### src/rtl/wb_decode_bridge.sv
// Wishbone-style single-master to NSLAVE-slave bridge: decodes a 4-bit select field,
// forwards one transfer at a time, and returns ack, data or an error (bad decode/timeout).
module wb_decode_bridge #(
   parameter int NSLAVE  = 4,
   parameter int DW      = 32,
   parameter int AW      = 32,
   parameter int SEL_LSB = 16,
   parameter int TIMEOUT = 255
) (
   input  logic                 clk,
   input  logic                 reset,
   input  logic                 m_stb,
   input  logic                 m_we,
   input  logic [AW-1:0]        m_addr,
   input  logic [DW-1:0]        m_dat_i,
   output logic [DW-1:0]        m_dat_o,
   output logic                 m_ack,
   output logic                 m_err,
   output logic [NSLAVE-1:0]    s_stb,
   output logic                 s_we,
   output logic [AW-1:0]        s_addr,
   output logic [DW-1:0]        s_dat_o,
   input  logic [NSLAVE*DW-1:0] s_dat_i,
   input  logic [NSLAVE-1:0]    s_ack,
   output logic [7:0]           err_cnt
);

   localparam int IW = (NSLAVE > 1) ? $clog2(NSLAVE) : 1;
   localparam logic [16:0] TO_LIM = 17'(TIMEOUT);

   typedef enum logic [1:0] {IDLE, ACTIVE, RESP} state_t;

   state_t            state_q, state_d;
   logic [NSLAVE-1:0] s_stb_q, s_stb_d;
   logic              s_we_q, s_we_d;
   logic [AW-1:0]     s_addr_q, s_addr_d;
   logic [DW-1:0]     s_dat_o_q, s_dat_o_d;
   logic [DW-1:0]     m_dat_o_q, m_dat_o_d;
   logic              m_ack_q, m_ack_d;
   logic              m_err_q, m_err_d;
   logic [7:0]        err_cnt_q, err_cnt_d;
   logic [15:0]       cnt_q, cnt_d;
   logic [IW-1:0]     idx_q, idx_d;

   logic [3:0]        sel;
   logic              sel_ok;
   logic              ack_hit;
   logic [DW-1:0]     rd_sel;
   logic [16:0]       cnt_inc;

   assign sel     = m_addr[SEL_LSB +: 4];
   assign sel_ok  = ({1'b0, sel} < 5'(NSLAVE));
   assign cnt_inc = {1'b0, cnt_q} + 17'd1;

   // Only the addressed slave's ack and data are looked at; the rest are ignored.
   always_comb begin
      ack_hit = 1'b0;
      rd_sel  = '0;
      for (int k = 0; k < NSLAVE; k++) begin
         if (idx_q == IW'(k)) begin
            ack_hit = s_ack[k];
            rd_sel  = s_dat_i[k*DW +: DW];
         end
      end
   end

   always_comb begin
      state_d   = state_q;
      s_stb_d   = s_stb_q;
      s_we_d    = s_we_q;
      s_addr_d  = s_addr_q;
      s_dat_o_d = s_dat_o_q;
      m_dat_o_d = m_dat_o_q;
      m_ack_d   = 1'b0;
      m_err_d   = 1'b0;
      cnt_d     = cnt_q;
      idx_d     = idx_q;
      err_cnt_d = err_cnt_q;

      case (state_q)
         IDLE: begin
            if (m_stb) begin
               s_addr_d  = m_addr;
               s_we_d    = m_we;
               s_dat_o_d = m_dat_i;
               idx_d     = sel[IW-1:0];
               cnt_d     = '0;
               if (sel_ok) begin
                  for (int k = 0; k < NSLAVE; k++) s_stb_d[k] = (sel == 4'(k));
                  state_d = ACTIVE;
               end else begin
                  m_err_d = 1'b1;
                  state_d = RESP;
               end
            end
         end
         ACTIVE: begin
            // An ack in the final counted cycle still beats the timeout.
            if (ack_hit) begin
               s_stb_d = '0;
               m_ack_d = 1'b1;
               if (!s_we_q) m_dat_o_d = rd_sel;
               state_d = RESP;
            end else if (cnt_inc == TO_LIM) begin
               s_stb_d = '0;
               m_err_d = 1'b1;
               state_d = RESP;
            end else begin
               cnt_d = cnt_inc[15:0];
            end
         end
         RESP: begin
            state_d = IDLE;
         end
         default: begin
            state_d = IDLE;
            s_stb_d = '0;
         end
      endcase

      if (m_err_d && (err_cnt_q != 8'hFF)) err_cnt_d = err_cnt_q + 8'd1;
   end

   always_ff @(posedge clk or posedge reset) begin
      if (reset) begin
         state_q   <= IDLE;
         s_stb_q   <= '0;
         s_we_q    <= 1'b0;
         s_addr_q  <= '0;
         s_dat_o_q <= '0;
         m_dat_o_q <= '0;
         m_ack_q   <= 1'b0;
         m_err_q   <= 1'b0;
         err_cnt_q <= '0;
         cnt_q     <= '0;
         idx_q     <= '0;
      end else begin
         state_q   <= state_d;
         s_stb_q   <= s_stb_d;
         s_we_q    <= s_we_d;
         s_addr_q  <= s_addr_d;
         s_dat_o_q <= s_dat_o_d;
         m_dat_o_q <= m_dat_o_d;
         m_ack_q   <= m_ack_d;
         m_err_q   <= m_err_d;
         err_cnt_q <= err_cnt_d;
         cnt_q     <= cnt_d;
         idx_q     <= idx_d;
      end
   end

   assign s_stb   = s_stb_q;
   assign s_we    = s_we_q;
   assign s_addr  = s_addr_q;
   assign s_dat_o = s_dat_o_q;
   assign m_dat_o = m_dat_o_q;
   assign m_ack   = m_ack_q;
   assign m_err   = m_err_q;
   assign err_cnt = err_cnt_q;

endmodule

### config.mk
export PLATFORM = sky130hd
export DESIGN_NAME = wb_decode_bridge
export DESIGN_NICKNAME = d
export VERILOG_FILES = /design/src/rtl/wb_decode_bridge.sv
export SDC_FILE = /design/constraint.sdc
export NUM_CORES = 1
export LEC_CHECK = 0
export ABC_AREA = 1
export CORE_ASPECT_RATIO = 0.8
export CORE_MARGIN = 2
export CORE_UTILIZATION = 30
export DETAILED_ROUTE_END_ITERATION = 8
export GPL_TIMING_DRIVEN = 0
export PLACE_DENSITY = 0.69
export SETUP_SLACK_MARGIN = 0.15
export SLEW_MARGIN = 20
export SYNTH_ARGS = -nofsm -noshare
export SYNTH_HDL_FRONTEND = slang
export SYNTH_SLANG_ARGS = --single-unit
### constraint.sdc
create_clock -name clk -period 11.95 [get_ports clk]
set_input_delay 2.39 -clock clk [delete_from_list [all_inputs] [get_ports clk]]
set_output_delay 2.39 -clock clk [all_outputs]
set_load 0.01 [all_outputs]
==> reports/qor.csv, run 1 <==
stage,metric,value,unit
critical_path,"critical path fanouts, max",6,
placed_design,Final HPWL DP,17100,um
critical_path,CP max stage cell,clkdlybuf4s50_1,
global_routing,largest net degree at the start of global routing,72,
power,combinational power share,0.455,
floorplanning,Die Footprint,22200,sq um
floorplanning,Rows,47,
synth,Seq cells post-synth,129,
cts,setup bufs post-CTS,0,
drt,1st-iter DRT viols,411,
global_routing,global routing usage on met1,0.259,
cts,Post-CTS Resized,0,
timing,Clock Skews,0.0124,ns
critical_path,Slowest Stage Delay on Critical Path,0.62,ns
drt,routed len/inst,15.7,um
drt,Routed WL,22200,um
critical_path,critical path type,flop to output pin,
floorplanning,Core Region,20600,sq um
timing,final hold violation count,0,
synth,sequential share of the synthesized area,0.512,
power,Pwr per Cell Area,224,nW/um^2
synth,mean post-synth cell area,7.81,sq um
global_routing,initial antenna violation count,0,
finish,layout cells sized above 1,0.0530,
placed_design,Port Buffer Count,310,
synth,number of distinct library cells after synthesis,30,
power,Final Power,2.33,mW
floorplanning,height of the die,134,um
worst_hold_path,worst hold path type,flop to flop,
critical_path,CP endpoint kind,output pin,
critical_path,"delay-heaviest family, CP",buffers and inverters,
drt,DR vias,6633,
timing,Fin Setup TNS,0,ns
drt,DRC Markers,0,
finish,fillcell total,1951,
global_routing,first-pass GRT wire length,35500,um
floorplanning,# IOs,311,
cts,hold-fix buffer count after cts,0,
synth,top cell type's share of synthesized area,0.512,
synth,cell accounting for the most synthesized area,dfrtp_1,
timing,fmax,0.253,GHz
global_routing,vias in the first global route,6676,
finish,fin nets,1340,
finish,area grow syn2layout,65.3,%
cts,clock latency on the worst-skew pair,0.43,ns
power,Clock power frac,0.239,
timing,unrepaired setup endpoints after global routing,no,
synth,Synth Cell Area,6300,sq um
cts,CTS Buffer Depth,2,
drt,Detailed Routing Iterations Pass 1,4,
global_routing,gr ovfl total,0,
timing,crit share post-route,0.331,
drt,Routed Antenna Nets,0,
global_routing,M2 GR Usage,0.320,
power,Seq pwr share,0.306,
critical_path,critical path startpoint category,flop,
power,sw frac,0.379,
power,Max rail drop VDD,139,uV
timing,hold_ws,0.479,ns
cts,CTS tree,done,
status,status,"finished, final reports clean",
critical_path,CP Buf/Inv Count,1,
job,Max-Cap Viols,0,
power,P_sw,885,uW
timing,Worst-Margin Slew,0.589,ns
global_routing,Most Crowded Layer GR,met2,
critical_path,worst-path cell chain,clkdlybuf4s50_1,
floorplanning,Die X,166,um
synth,Synth Instances,807,
global_routing,Global Route Usage Sum,0.201,
critical_path,r2r setup slk,9.62,ns
timing,setup violators final,0,
global_routing,met3 GRT Util,0.0716,
critical_path,"Req. time, crit path",9.56,ns
timing,Max-slew headroom,0.607,
power,LEAKAGE,4.77,nW
synth,Yosys warnings,0,
power,Internal Pwr Total,1.45,mW
cts,CTS root buf,clkbuf_16,
timing,Slew Limit Fails,0,
cts,clock-pin slew of the registers on the worst-case setup and hold paths,0.06,ns
synth,Synthesized Nets,1010,
drt,Via density,4.67,
cts,CTS Buf Count,17,
synth,synth top area cells,"dfrtp_1 51%, nand2_1 24%, a22o_1 3.5%",
finish,Diodes inserted,0,
cts,clock sink count,129,
critical_path,crit path DAT,1.56,ns
cts,H-tree Lvls,4,
placed_design,gp weighted congestion,0.849,
timing,Final Critical Period,3.95,ns
floorplanning,Starting Density,0.305,
tightest hold or removal path: stages, from the launching register on:
cell,delay [ns]
dfrtp_1,0.34
nand2_1,0.05
nand2_1,0.05
stage by stage:
step / instances / utilization / worst slack [ns] / area (sq um)
global route: 1419 / 0.505 / 7.92 / 10400
floorplan: 807 / - / 6.12 / 6300
global placement: 1386 / 0.472 / 4.08 / 9740
finish: 1419 / 0.505 / 8.00 / 10400
CTS: 1419 / 0.505 / 7.95 / 10400
detailed placement: 1387 / 0.474 / 7.60 / 9780
cells in the mapped netlist, drive strengths merged:
cell type / count
a21oi: 10
o22ai: 25
nand4: 10
o21ai: 52
xor2: 4
clkbuf: 27
nor3: 4
a22o: 25
xnor2: 3
nor2: 29
o21bai: 1
or2: 3
nand3: 40
inv: 28
ha: 3
buf: 11
nand3b: 3
nand2: 400
dfrtp: 129
final cells by class:
class	instances	area, sq um	area share
clock buffers	17	425	0.0408
repair buffers	311	3130	0.300
flip-flops and latches	129	3230	0.310
multi-input cells	612	2780	0.266
plain buffers	38	195	0.0187
well taps	269	337	0.0323
clock inverters	15	216	0.0208
inverters	28	113	0.0108
path summary, 6_finish.rpt:
kind,start,end,cells past startpoint
setup reg to reg,s_addr[17],m_dat_o[13],10
min in group asynchronous,reset,m_dat_o[17],2
hold / removal,s_stb[3],s_stb[3],2
setup / recovery,s_addr[17],s_addr[17],1
max in group asynchronous,reset,s_addr[16],3
hold reg to reg,s_stb[3],s_stb[3],2
routing by layer:
layer / vias to the layer above / wire length [um]
met3: 28 / 1880
met5: - / 0
met4: 0 / 392
li1: 3286 / -
met2: 227 / 10300
met1: 3092 / 9710
logic make-up after synthesis:
logic type / count (synthesis) / synth area share
AO/OA/AOI/OAI: 113 / 0.110
XOR/XNOR: 7 / 0.00972
adder cells (fa/ha/maj): 3 / 0.00595
buffers and inverters: 66 / 0.0476
flip-flops: 129 / 0.512
AND/OR/NAND/NOR: 489 / 0.315
layout by cell type, fill, tap and decap left out, drive strengths merged:
master,count
a21oi,10
a22o,25
buf,12
bufinv,2
clkbuf,44
clkdlybuf4s50,310
clkinv,5
dfrtp,129
ha,3
inv,36
nand2,400
nand3,40
nand3b,3
nand4,10
nor2,29
nor3,4
o21ai,52
o21bai,1
o22ai,25
or2,3
xnor2,3
xor2,4
power by group through the flow:
stage          Clock [mW]  Sequential (mW)  Combinational [mW]
3_5_place_dp            0            0.716                1.07
4_1_cts             0.570            0.716                1.07
5_1_grt             0.591            0.736                1.17
6_report            0.558            0.714                1.06
3_3_place_gp            0            0.716                1.06
2_1_floorplan           0            0.781               0.423
state kept, by name (all words and copies together) (netlist names), 2 cells and up:
| name | count |
|---|---|
| state_q | 2 |
| m_dat_o | 32 |
| err_cnt | 8 |
| cnt_q | 16 |
| s_dat_o | 32 |
| s_stb | 4 |
| s_addr | 32 |
Power figures use the tool's default switching activity.
==> inputs of run 2 (changes only) <==
Clock period 11.95 ns to 3.9 ns, I/O delays scaled along.
==> run 2 against run 1 <==
- sequential power rose to 3.1 times the previous value
- cell area fell by 0.17%
- setup slack got worse by 6.5 ns
- first-iteration DRC count fell by 19%
- die area unchanged
- combinational power increased to 3.1 times the previous value
- critical path type is now flop to flop
==> reports/qor.csv, run 2 (synthesis gave the netlist of run 1 again) <==
stage,metric,value,unit,change
status,status,"finished, final reports clean",,
placed_design,Port Buffer Count,310,,unchanged
job,Max-Cap Viols,0,,unchanged
drt,Detailed Routing Iterations Pass 1,5,,+1
drt,Routed WL,22300,um,+0.34%
finish,final core utilization,0.504,,-0.000849
finish,fillcell total,1991,,+2.1%
global_routing,vias in the first global route,6719,,+0.64%
cts,CTS Buffer Depth,2,,unchanged
power,Max rail drop VDD,357,uV,+160%
timing,fmax,0.418,GHz,
critical_path,"Req. time, crit path",4.19,ns,-5.37 ns
global_routing,largest net degree at the start of global routing,32,,-56%
drt,WL met1,9790,um,+0.80%
power,Pwr per Cell Area,676,nW/um^2,+200%
critical_path,CP endpoint kind,flop,,
drt,DRC Markers,0,,unchanged
critical_path,critical path type,flop to flop,,
finish,layout cells sized above 1,0.0547,,+0.00164
timing,Worst-Margin Slew,0.611,ns,+0.0216 ns
cts,clock sink count,129,,unchanged
timing,Fin Setup TNS,0,ns,unchanged
floorplanning,Starting Density,0.305,,unchanged
critical_path,crit path DAT,2.68,ns,+1.12 ns
timing,hold_ws,0.478,ns,-0.00110 ns
floorplanning,Die X,166,um,unchanged
critical_path,r2r setup slk,1.51,ns,-8.11 ns
placed_design,Final HPWL DP,17600,um,+3.1%
critical_path,critical path startpoint category,flop,,
placed_design,gp weighted congestion,0.898,,+5.7%
drt,DR vias,6617,,-0.24%
drt,Routed Antenna Nets,0,,unchanged
timing,unrepaired setup endpoints after global routing,no,,
timing,final hold violation count,0,,unchanged
cts,CTS root buf,clkbuf_16,,
timing,setup violators final,0,,unchanged
floorplanning,Core Region,20600,sq um,unchanged
cts,CTS tree,done,,
cts,CTS Buf Count,17,,unchanged
drt,Met2 Routed Length,10100,um,-1.7%
finish,fin nets,1343,,+0.22%
cts,clock latency on the worst-skew pair,0.42,ns,about the same
drt,met3 routed WL,2010,um,+7.3%
timing,Clock Skews,0.0117,ns,-0.000634 ns
drt,routed len/inst,15.7,um,+0.13%
timing,Final Critical Period,2.39,ns,
timing,Slew Limit Fails,0,,unchanged
power,LEAKAGE,4.75,nW,-0.44%
global_routing,initial antenna violation count,1,,+1
worst_hold_path,worst hold path type,flop to flop,,
timing,Max-slew headroom,0.593,,-0.0144
cts,Post-CTS Resized,0,,unchanged
critical_path,"critical path fanouts, max",10,,+4
cts,hold-fix buffer count after cts,0,,unchanged
floorplanning,Die Footprint,22200,sq um,unchanged
cts,H-tree Lvls,4,,unchanged
drt,Via density,4.65,,-0.45%
global_routing,Global Route Usage Sum,0.204,,+0.00279
finish,final instance area,10400,sq um,-0.17%
floorplanning,height of the die,134,um,unchanged
floorplanning,# IOs,311,,unchanged
global_routing,first-pass GRT wire length,36000,um,+1.4%
drt,Top Metal Used,met4,,
floorplanning,Rows,47,,unchanged
finish,most frequent cells in the layout,"396 x nand2_1, 310 x clkdlybuf4s50_1, 129 x dfrtp_1, 41 x o21ai_1, 38 x nand3_1",,
timing,crit share post-route,0.613,,
finish,area grow syn2layout,65.0,%,
cts,setup bufs post-CTS,0,,unchanged
cts,clock-pin slew of the registers on the worst-case setup and hold paths,0.06,ns,about the same
drt,1st-iter DRT viols,331,,-19%
global_routing,gr ovfl total,0,,unchanged
finish,"commonest non-fill, non-tap cell in the layout",nand2_1,,
placed_design,Post-DP Area,9830,sq um,+0.50%
-- run 2: cell types whose count changed in the layout (fill, tap and decap cells not counted) --
cell / before / now
clkinv_4: 1 / 2
buf_12: 0 / 4
diode_2: 0 / 1
clkinv_8: 4 / 0
inv_6: 3 / 5
bufinv_16: 2 / 1
buf_16: 1 / 0
clkinvlp_4: 0 / 4
inv_8: 6 / 3
-- run 2: path summary, 6_finish.rpt --
| check | startpoint | endpoint | cells after the start |
|---|---|---|---|
| worst max-delay path | s_addr[16] | m_dat_o[13] | 10 |
| worst min-delay path | s_dat_o[31] | s_dat_o[31] | 2 |
| worst max register to register | s_addr[16] | m_dat_o[13] | 10 |
| worst min register to register | s_dat_o[31] | s_dat_o[31] | 2 |
| max in group asynchronous | reset | m_dat_o[1] | 5 |
| min in group asynchronous | reset | s_addr[30] | 2 |
-- run 2: where the power goes --
part | leakage, nW | switching (mW) | total [mW] | internal (mW)
Clock | 0.273 | 0.672 | 1.57 | 0.897
Sequential | 1.66 | 0.334 | 2.18 | 1.85
Combinational | 2.82 | 1.67 | 3.28 | 1.61
-- run 2: final cells by class --
cell class | instances | area (sq um) | share of cell area
clock inverters | 14 | 148 | 0.0142
well taps | 269 | 337 | 0.0324
inverters | 28 | 109 | 0.0105
plain buffers | 38 | 195 | 0.0188
diodes | 1 | 2.50 | 0.000241
repair buffers | 314 | 3180 | 0.306
clock buffers | 17 | 425 | 0.0409
multi-input cells | 612 | 2780 | 0.267
flip-flops and latches | 129 | 3230 | 0.310
-- run 2: worst max-delay path, cell delays in order (launching register included) --
cell and delay (ns):
dfrtp_1 0.50, nand2_1 0.19, inv_1 0.30, a21oi_1 0.19
nor2_1 0.24, inv_1 0.06, or2_1 0.20, buf_2 0.19
buf_2 0.24, nand2_1 0.09, o21ai_1 0.07
-- run 2: per-layer routing --
layer	global-route usage	up-vias
li1	-	3295
met1	0.253	3045
met2	0.333	247
met3	0.0796	30
met4	0.0575	0
met5	0	-
-- run 2: metrics by stage --
step                total power [mW]  setup slack, ns  std cells
floorplan                       3.69             1.52        807
global placement                5.44            0.234       1386
detailed placement              5.49             1.14       1390
CTS                             7.10             1.45       1421
global route                    7.51             1.28       1422
finish                          7.03             1.51       1422
==> inputs of run 3 (changes only) <==
Settings changed: PLACE_DENSITY 0.69 to 0.71.
Clock period 3.9 ns to 2 ns, I/O delays scaled along.
==> run 3 against run 2 <==
- the run now ends with negative setup slack left
- core utilization rose by 5.2 points
- highest routed layer unchanged
- via count grew 4.7%
- clock skew shrank 0.0013 ns
- hold slack worse by 0.089 ns
- first-iteration DRC count fell by 2.4%
- cell area is 10% higher
- flip-flop and latch count unchanged
- routed wire length up 7.1%
- critical path depth grew 4
- total power grew 110%
- cell count grew 2.5%
- combinational power is 120% higher
==> reports/qor.csv, run 3 (synthesis gave the netlist of run 1 again) <==
stage,metric,value,unit,change
status,status,"complete, but fails checks",,
status,failing checks,negative setup slack,,
timing,Final Critical Period,2.06,ns,-0.336 ns
cts,H-tree Lvls,4,,unchanged
global_routing,Global Route Usage Sum,0.205,,+0.000681
placed_design,Post-Place Cells,1390,,unchanged
critical_path,crit path DAT,2.39,ns,-0.29 ns
finish,fillcell total,1830,,-8.1%
drt,Routed Antenna Nets,0,,unchanged
drt,1st-iter DRT viols,323,,-2.4%
timing,final hold violation count,0,,unchanged
critical_path,CP Buf/Inv Count,1,,-3
timing,Clock Skews,0.0104,ns,-0.00135 ns
power,Internal Pwr Total,9.28,mW,+110%
placed_design,Post-DP Area,9830,sq um,about the same
floorplanning,Rows,47,,unchanged
cts,clock-pin slew of the registers on the worst-case setup and hold paths,0.07,ns,about the same
global_routing,first-pass GRT wire length,36000,um,unchanged
global_routing,largest net degree at the start of global routing,34,,+6.3%
power,Clock power frac,0.223,,about the same
power,Seq pwr share,0.293,,-0.018
finish,area grow syn2layout,82.1,%,
critical_path,"critical path fanouts, max",6,,-4
cts,hold-fix buffer count after cts,0,,unchanged
finish,final core utilization,0.556,,+0.0523
cts,CTS root buf,clkbuf_16,,
cts,clock latency on the worst-skew pair,0.43,ns,about the same
drt,DRC Markers,0,,unchanged
finish,fin nets,1377,,+2.5%
timing,final setup margin,-0.0555,ns,-1.56 ns
critical_path,Worst Setup SP,cnt_q[0],,
critical_path,Slowest Stage Delay on Critical Path,0.42,ns,-0.08 ns
timing,unrepaired setup endpoints after global routing,yes,,
critical_path,"delay-heaviest family, CP",simple AND/OR/NAND/NOR gates,,
critical_path,CP Depth,14,,+4
critical_path,critical path type,flop to flop,,
drt,Detailed Routing Iterations Pass 1,5,,unchanged
drt,Via density,4.76,,+2.2%
floorplanning,# IOs,311,,unchanged
critical_path,worst-path cell chain,ha_4 > nand3_4 > nor2_4 > nand2_2 > nand2_2 > nand2_1 > nor2_1 > nand2_1 > nor2_4 > nand3_2 > nand2_4 > buf_6 > nand2_1 > o21ai_1,,
power,Max rail drop VDD,673,uV,+89%
finish,final non-filler cell total,1457,,+2.5%
power,Pwr per Cell Area,1300,nW/um^2,+93%
drt,Routed WL,23900,um,+7.1%
floorplanning,Die Footprint,22200,sq um,unchanged
global_routing,gr ovfl total,0,,unchanged
critical_path,CP max stage cell,dfrtp_1,,
global_routing,initial antenna violation count,1,,unchanged
placed_design,Port Buffer Count,310,,unchanged
job,Max-Cap Viols,0,,unchanged
timing,Worst-Margin Slew,0.607,ns,-0.00381 ns
floorplanning,Starting Density,0.305,,unchanged
timing,Max-slew headroom,0.591,,-0.00174
finish,layout cells sized above 1,0.183,,+0.128
critical_path,worst r2r path cells,14,,+4
placed_design,Final HPWL DP,17600,um,-0.11%
critical_path,"Req. time, crit path",2.33,ns,-1.86 ns
cts,CTS Buf Count,17,,unchanged
timing,fmax,0.487,GHz,+16%
finish,final instance area,11500,sq um,+10%
floorplanning,Die X,166,um,unchanged
global_routing,vias in the first global route,6844,,+1.9%
drt,routed len/inst,16.4,um,+4.5%
critical_path,cell repeated most along the worst path,nand2_1,,
power,Final Power,15.0,mW,+110%
critical_path,CP endpoint kind,flop,,
cts,clock sink count,129,,unchanged
worst_hold_path,worst hold path type,primary input to asynchronous set/reset pin,,
timing,setup violators final,25,,+25
timing,crit share post-route,1.03,,+0.415
power,sw frac,0.380,,-0.000447
critical_path,critical path startpoint category,flop,,
placed_design,gp weighted congestion,0.873,,-2.8%
floorplanning,height of the die,134,um,unchanged
power,LEAKAGE,5.24,nW,+10%
floorplanning,Core Region,20600,sq um,unchanged
power,P_sw,5.70,mW,+110%
cts,CTS Buffer Depth,2,,unchanged
critical_path,reg2reg start,cnt_q[0],,
timing,Slew Limit Fails,0,,unchanged
finish,most frequent cells in the layout,"344 x nand2_1, 304 x clkdlybuf4s50_1, 121 x dfrtp_1, 32 x nand3_1, 29 x nand2_2",,
power,combinational power share,0.484,,+0.018
cts,CTS tree,done,,
finish,"commonest non-fill, non-tap cell in the layout",nand2_1,,
drt,DR vias,6930,,+4.7%
[run 3: cell types whose count changed in the layout (fill, tap and decap cells not counted), sizes merged, moves of 2 or more]
cell           previous run  this run
buf                      15        44
clkbuf                   44        50
clkdlybuf4s50           310       304
dlymetal6s2s              0         4
bufinv                    1         3
clkinvlp                  4         2
dlygate4sd2               0         2
[run 3: layout make-up]
cell class	instances	area, sq um	area share
Clock inverter	14	190	0.0166
Tap cell	269	337	0.0293
Inverter	28	116	0.0101
Multi-Input combinational cell	612	3290	0.287
Sequential cell	129	3240	0.282
Antenna cell	1	2.50	0.000218
Clock buffer	18	439	0.0382
Buffer	38	278	0.0242
Timing Repair Buffer	348	3590	0.313
[run 3: path summary, 6_finish.rpt]
check	to	slack (ns)
worst max register to register	cnt_q[2]	-0.06
max in group asynchronous	cnt_q[5]	0.87
worst min-delay path	s_addr[30]	0.39
min in group clk	s_stb[2]	0.48
worst max-delay path	cnt_q[2]	-0.06
worst min register to register	s_stb[2]	0.48
[run 3: per-layer routing]
layer,routed length [um],track usage,share of wire,up-vias
met3,1950,0.0722,0.082,26
met4,420,0.0580,0.018,0
met5,0,0,0,-
met1,10300,0.263,0.43,3268
li1,-,-,-,3374
met2,11200,0.328,0.47,262
[run 3: repair_timing]
| item | 4_1_cts | 5_1_grt |
|---|---|---|
| setup buffers | 17 | 8 |
| pin swaps | 20 | 25 |
| endpoints found under the setup margin | 119 | 105 |
| gates cloned | 3 | 6 |
| gates resized for setup | 96 | 116 |
[run 3: power by group through the flow]
stage               combinational, mW  clock (mW)  sequential [mW]
CTS                              6.85        3.41             4.30
floorplan                        2.53           0             4.67
global route                     7.84        3.52             4.51
detailed placement               6.40           0             4.28
global placement                 6.31           0             4.26
finish                           7.25        3.35             4.38
[run 3: through the flow]
stage / setup slack (ns) / setup TNS (ns) / hold slack, ns
6_report: -0.0555 / -0.493 / 0.389
5_1_grt: -0.194 / -4.05 / 0.414
4_1_cts: -0.0291 / -0.126 / 0.389
3_5_place_dp: -0.440 / -30.63 / 0.459
3_3_place_gp: -1.28 / -190.76 / 0.460
2_1_floorplan: 0.00477 / 0 / 0.496
